File: config.mk
export PLATFORM = sky130hd
export DESIGN_NAME = mem_wait_bridge
export DESIGN_NICKNAME = d
export VERILOG_FILES = /design/src/rtl/mem_bridge_pkg.sv /design/src/rtl/mem_wait_bridge.sv
export SDC_FILE = /design/constraint.sdc
export NUM_CORES = 1
export LEC_CHECK = 0
export ABC_AREA = 1
export CORE_ASPECT_RATIO = 1.75
export CORE_MARGIN = 2
export CORE_UTILIZATION = 45
export DETAILED_ROUTE_END_ITERATION = 10
export PLACE_DENSITY_LB_ADDON = 0.12
export SYNTH_ARGS = -nofsm -noshare
export SYNTH_HDL_FRONTEND = slang
export SYNTH_SLANG_ARGS = --single-unit
File: constraint.sdc
create_clock -name clk -period 2.35 [get_ports clk]
set_input_delay 0.235 -clock clk [delete_from_list [all_inputs] [get_ports clk]]
set_output_delay 0.235 -clock clk [all_outputs]
set_load 0.05 [all_outputs]
File: src/rtl/mem_bridge_pkg.sv
// Shared types for the CPU-to-SRAM wait-state bridge.
package mem_bridge_pkg;

  typedef enum logic [2:0] {
    IDLE,
    WAIT,
    ACCESS,
    CAPTURE,
    RESP
  } state_t;

  typedef enum logic {
    OP_RD,
    OP_WR
  } op_t;

endpackage

File: src/rtl/mem_wait_bridge.sv
// Bridges the CPU read/write/resp handshake onto a 1-cycle-latency single-port SRAM,
// inserting WAIT_CYCLES idle cycles before each access and flagging illegal requests.
module mem_wait_bridge
  import mem_bridge_pkg::*;
#(
  parameter int unsigned ADDR_WIDTH  = 14,
  parameter int unsigned WAIT_CYCLES = 2
) (
  input  logic                  clk,
  input  logic                  rst_n,
  input  logic                  mem_read,
  input  logic                  mem_write,
  input  logic [3:0]            mem_byte_enable,
  input  logic [31:0]           mem_address,
  input  logic [31:0]           mem_wdata,
  output logic                  mem_resp,
  output logic [31:0]           mem_rdata,
  output logic                  mem_err,
  output logic                  sram_cs,
  output logic                  sram_we,
  output logic [3:0]            sram_wmask,
  output logic [ADDR_WIDTH-1:0] sram_addr,
  output logic [31:0]           sram_wdata,
  input  logic [31:0]           sram_rdata
);

  localparam logic [3:0] WAIT_LAST = (WAIT_CYCLES > 0) ? 4'(WAIT_CYCLES - 1) : 4'd0;

  state_t                  state_q, state_d;
  logic [3:0]              cnt_q, cnt_d;
  op_t                     op_q, op_d;
  logic                    oor_q, oor_d;
  logic                    err_q, err_d;
  logic [ADDR_WIDTH-1:0]   addr_q, addr_d;
  logic [3:0]              be_q, be_d;
  logic [31:0]             wdata_q, wdata_d;
  logic [31:0]             rdata_q, rdata_d;

  logic                    req;
  logic                    req_oor;
  logic                    addr_lsb_unused;

  assign req             = mem_read | mem_write;
  assign req_oor         = |mem_address[31:ADDR_WIDTH+2];
  assign addr_lsb_unused = ^mem_address[1:0];

  always_comb begin
    state_d    = state_q;
    cnt_d      = cnt_q;
    op_d       = op_q;
    oor_d      = oor_q;
    err_d      = err_q;
    addr_d     = addr_q;
    be_d       = be_q;
    wdata_d    = wdata_q;
    rdata_d    = rdata_q;
    mem_resp   = 1'b0;
    mem_rdata  = '0;
    mem_err    = 1'b0;
    sram_cs    = 1'b0;
    sram_we    = 1'b0;
    sram_wmask = '0;
    sram_addr  = '0;
    sram_wdata = '0;

    case (state_q)
      IDLE: begin
        if (req) begin
          addr_d  = mem_address[ADDR_WIDTH+1:2];
          be_d    = mem_byte_enable;
          wdata_d = mem_wdata;
          op_d    = mem_write ? OP_WR : OP_RD;
          oor_d   = req_oor;
          err_d   = req_oor | (mem_read & mem_write);
          // Cleared here so a write or out-of-range response returns zero data.
          rdata_d = '0;
          cnt_d   = '0;
          state_d = (WAIT_CYCLES > 0) ? WAIT : ACCESS;
        end
      end
      WAIT: begin
        if (cnt_q == WAIT_LAST) begin
          cnt_d   = '0;
          state_d = ACCESS;
        end else begin
          cnt_d = cnt_q + 4'd1;
        end
      end
      ACCESS: begin
        // Out-of-range requests still walk through ACCESS to keep timing identical.
        if (!oor_q) begin
          sram_cs   = 1'b1;
          sram_addr = addr_q;
          if (op_q == OP_WR) begin
            sram_we    = 1'b1;
            sram_wmask = be_q;
            sram_wdata = wdata_q;
          end
        end
        state_d = (op_q == OP_WR) ? RESP : CAPTURE;
      end
      CAPTURE: begin
        if (!oor_q) rdata_d = sram_rdata;
        state_d = RESP;
      end
      RESP: begin
        mem_resp  = 1'b1;
        mem_rdata = rdata_q;
        mem_err   = err_q;
        state_d   = IDLE;
      end
      default: state_d = IDLE;
    endcase
  end

  always_ff @(posedge clk) begin
    if (!rst_n) begin
      state_q <= IDLE;
      cnt_q   <= '0;
      op_q    <= OP_RD;
      oor_q   <= 1'b0;
      err_q   <= 1'b0;
      addr_q  <= '0;
      be_q    <= '0;
      wdata_q <= '0;
      rdata_q <= '0;
    end else begin
      state_q <= state_d;
      cnt_q   <= cnt_d;
      op_q    <= op_d;
      oor_q   <= oor_d;
      err_q   <= err_d;
      addr_q  <= addr_d;
      be_q    <= be_d;
      wdata_q <= wdata_d;
      rdata_q <= rdata_d;
    end
  end

endmodule

## After elaboration in Yosys (flattened, before gate mapping)

Index checks and enable logic that the tools add are counted.

- Register bits: 92
- Bits in latches: 0
- Bits in writable memories: 0
- Memory bits (read-only): 0
- Output and inout port bits: 86
- Word-level logic and storage cells: 56
- Memories kept: 0

- Add/sub/neg operators: 1
- Multipliers: 0
- Divide/modulo/power cells: 0
- Magnitude comparators: 0
- Equality and inequality tests: 8
- Shift operators: 0
- Muxes and demuxes: 27
- Bitwise gates (word level): 3
- Reduce and logical (&&, ||, !) cells: 8

Operators with widths:

| cell | count |
|---|---|
| $mux 32 | 6 |
| $pmux 32 s2 | 1 |
| $mux 14 | 2 |
| $mux 4 | 5 |
| $reduce_or 16->1 | 1 |
| $pmux 3 s4 | 1 |
| $mux 3 | 3 |
| $mux 1 | 8 |
| $pmux 4 s2 | 1 |
| $eq 3x2->1 const B | 2 |
| $ne 2x2->1 const B | 3 |
| $reduce_and 2->1 | 3 |
| $add 4x1->4 const B | 1 |
| $eq 4x1->1 const B | 1 |
| $reduce_bool 2->1 | 2 |
| $eq 3x1->1 const B | 1 |
| $eq 3x3->1 const B | 1 |
| $logic_not 3->1 | 1 |
| $reduce_and 3->1 | 1 |
| $or 1x1->1 | 2 |
| $and 1x1->1 | 1 |

## Longest topological paths before layout

- Word-level depth: 3
- Gate-level depth with buffers: 8
- Mapped depth without buffers: 7

## Least setup slack after synthesis

No wires, ideal clock.

- Path type: register to output
- From: register state_q[2]
- To: output port sram_wdata[22]
- Arrival: 2.053 ns
- Required time: 2.115 ns
- Slack: 0.062 ns
- Stages on the path, launching flop included: 7
- Path buffers: 1
- Cell sequence: dfxtp_1 > inv_2 > nand3_1 > nor2_2 > nand2_4 > buf_6 > nor2_1

- Word-level cells in the longest chain between the ends: 2

Ends and longest elaborated chain:

| item | line | source |
|---|---|---|
| start: declaration | mem_wait_bridge.sv:29 | `state_t state_q, state_d;` |
| start signal: assignment | mem_wait_bridge.sv:128 | `state_q <= state_d;` |
| $eq 3x2->1 | mem_wait_bridge.sv:66 | `case (state_q)` |
| $mux 32 | mem_wait_bridge.sv:66 |  |
| end: declaration | mem_wait_bridge.sv:23 | `output logic [31:0] sram_wdata,` |

No other way between the ends.

## Worst setup path in the final report

- From: register state_q[2]
- To: output port sram_wdata[2]

Same word-level chain as after synthesis.

==> summary.md <==
| Metric | Value |
|---|---|
| Initial antenna violation count | 0 |
| WL final | 11700 µm |
| P_sw | 1500 µW |
| Min-Delay Path Class | reg2reg |
| WP data arrival | 1.98 ns |
| Reg2Reg Setup Slack | 0.73 ns |
| Port buffer count | 187 |
| Die height | 130 µm |
| Worst r2r path cells | 5 |
| Worst-margin pin slew | 0.531 ns |
| Largest net degree at the start of global routing | 59 |
| Number of global-route vias before repair | 4280 |
| Final Setup Violations | 0 |
| Warnings from Yosys | 0 |
| Die X | 76.0 µm |
| Area grow syn2layout | 68.9% |
| Kind of critical path | reg2out |
| Die area | 9870 µm² |
| Row count | 46 |
| Max_cap viols | 0 |
| Residual DRC | 0 |
| Mapped Cells | 578 |
| Sw Ratio | 0.327 |
| Max_slew headroom | 0.645 |
| Routability Congestion | 0.849 |
| Clock network fraction of design power | 0.299 |
| Sequential power share | 0.424 |
| GR Overflow Total | 0 |
| Crit share post-route | 0.941 |
| CTS tree | done |
| Final Skew | 0.00507 ns |
| FF-to-FF End | wdata_q[27]$_SDFFE_PN0P_ |
| Router iterations before antenna repair | 4 |
| Via density | 4.98 |
| Combinational share of power | 0.276 |
| Number of distinct library cells after synthesis | 24 |
| Highest Clock Rate | 452 MHz |
| Initial core utilization | 0.457 |
| PwrDens | 666 nW/µm² |
| CP endpoint kind | output port |
| Number of inserted diodes | 0 |
| Internal | 3090 µW |
| Critical Path Start Type | register |
| Hold Crit Depth | 2 |
| CTS H-Tree Depth | 3 |
| Clock slew at reported path FFs | 0.06 ns |
| I/O pin total | 190 |
| Clock sink total | 92 |
| CTS root buf | clkbuf_16 |
| Setup TNS | 0 ns |
| Gr usage total | 0.233 |
| Worst Path Max Fanout | 37 |
| Placed cell count | 853 |
| Routed Antenna Nets | 0 |
| Critical path destination | sram_wdata[2] |
| Worst skew pair latency | 0.34 ns |
| Post-Syn Nets | 684 |
| Sequential-to-total area share from yosys stat | 0.452 |
| Clock Tree Buf Depth | 2 |
| Slew Viols, Final | 0 |
| HPWL after detailed placement | 8500 µm |
| Avg Cell Area, Syn | 7.05 µm² |
| Layout cell share with drive strength beyond 1 | 0.155 |
| Lkg Pwr | 0.00261 µW |
| Total core area | 8920 µm² |
| Status | complete, no violations |
| Fin cells | 869 |
| Filler instances | 611 |
| Post-CTS setup buffers | 0 |
| Initial drt markers | 218 |
| Nets | 850 |
| FF-to-FF Start | state_q[1]$_SDFFE_PN0P_ |
| Synthesized area | 4080 µm² |
| CP required | 2.12 ns |
| Vias | 4328 |
| Worst Setup SP | state_q[2]$_SDFFE_PN0P_ |
| VDD IR max | 0.489 mV |
| RSZ-0062 raised after global routing | false |
| Num CTS Buffers | 9 |
| FF+latch count, synth | 92 |
| WL/cell | 13.4 µm |
| First-pass GRT wire length | 18800 µm |
| Final Hold Vio Count | 0 |
| Final Critical Period | 2.21 ns |
[power by group through the flow]
stage               clock network [µW]  logic, µW  registers [µW]
finish                            1370       1270            1950
global route                      1470       1420            1970
CTS                               1400       1270            1950
detailed placement                   0       1260            1980
global placement                     0       1210            1960
floorplan                            0        968            1950
[worst min-delay path by stage]
stage | startpoint | endpoint | slack, ns
6_report | wdata_q[1]$_SDFFE_PN0P_ | wdata_q[1]$_SDFFE_PN0P_ | 0.45
5_1_grt | be_q[0]$_SDFFE_PN0P_ | be_q[0]$_SDFFE_PN0P_ | 0.46
4_1_cts | sram_rdata[5] | rdata_q[5]$_SDFFE_PN0P_ | 0.45
3_5_place_dp | wdata_q[13]$_SDFFE_PN0P_ | wdata_q[13]$_SDFFE_PN0P_ | 0.44
3_3_place_gp | addr_q[4]$_SDFFE_PN0P_ | addr_q[4]$_SDFFE_PN0P_ | 0.44
2_1_floorplan | mem_write | op_q$_SDFFE_PN0P_ | 0.38
[what timing repair did]
item,CTS,global route
resized for setup,0,1
hold buffers,0,0
setup endpoints to repair,0,6
[metrics by stage]
| stage | setup slack [ns] | util | cell area (µm²) | total power, µW | hold WS [ns] |
|---|---|---|---|---|---|
| 6_report | 0.139 | 0.772 | 6890 | 4590 | 0.454 |
| 5_1_grt | 0.00720 | 0.772 | 6890 | 4860 | 0.464 |
| 4_1_cts | 0.0788 | 0.771 | 6880 | 4620 | 0.450 |
| 3_5_place_dp | 0.449 | 0.739 | 6590 | 3240 | 0.444 |
| 3_3_place_gp | 0.524 | 0.739 | 6590 | 3170 | 0.439 |
| 2_1_floorplan | 0.0623 | - | 4080 | 2920 | 0.378 |
[final cells by class]
type	instances	area, µm²	area share
Clock buffer	12	256	0.0372
Multi-Input combinational cell	348	1620	0.235
Timing Repair Buffer	193	2620	0.380
Tap cell	120	150	0.0218
Inverter	100	375	0.0545
Sequential cell	92	1840	0.267
Clock inverter	4	32.5	0.00472
[cell families (layout without fill, tap and decap cells)]
logic type / after synthesis / count (layout) / share of synthesized area
AO/OA/AOI/OAI: 141 / 141 / 0.174
XOR/XNOR: 1 / 1 / 0.00215
flip-flops: 92 / 92 / 0.452
adder cells (fa/ha/maj): 2 / 2 / 0.00614
AND/OR/NAND/NOR: 204 / 204 / 0.210
buffers and inverters: 138 / 309 / 0.156
[cells in the final DEF, fill, tap and decap left out, types with 3 or more instances in the layout]
master	synthesis	layout
clkdlybuf4s50_1	0	101
inv_2	3	3
buf_4	6	19
nor2_1	98	98
buf_12	0	73
dfxtp_1	92	92
o21ai_1	21	21
nand3_1	38	38
clkbuf_16	0	9
o21ai_0	29	29
nand2_1	58	58
a21oi_1	89	89
nand4_1	3	3
inv_1	97	97
[routing by layer]
metal / track usage / part of all wire / routed length [µm] / vias up
li1: - / - / - / 2133
met4: 0.121 / 0.039 / 450 / 0
met5: 0 / 0 / 0 / -
met1: 0.249 / 0.38 / 4430 / 1993
met3: 0.0567 / 0.058 / 680 / 39
met2: 0.426 / 0.52 / 6110 / 163
[synthesized netlist by cell type (all sizes together)]
library cell,n,share of area
o21a,1,0.0018
a21oi,89,0.11
buf,27,0.054
ha,2,0.0061
dfxtp,92,0.45
o21bai,1,0.0018
nor2,101,0.096
inv,100,0.092
nor3,1,0.0012
o21ai,50,0.061
nand3,40,0.052
nand2,59,0.056
nand4,3,0.0046
xor2,1,0.0021
clkbuf,11,0.010
[worst max-delay path, stage by stage, from the launching register on]
cell and delay [ns]:
dfxtp_1 0.34, inv_2 0.15, nand3_1 0.13, nor2_2 0.33, nand2_8 0.24, nor2_1 0.26, buf_12 0.17
[state kept, by name, indices dropped and copies added (netlist names)]
name and cells:
addr_q 14, state_q 3, wdata_q 32, oor_q 1
cnt_q 4, err_q 1, rdata_q 32, be_q 4
op_q 1
Note: power is estimated with default switching activity, not from simulation.
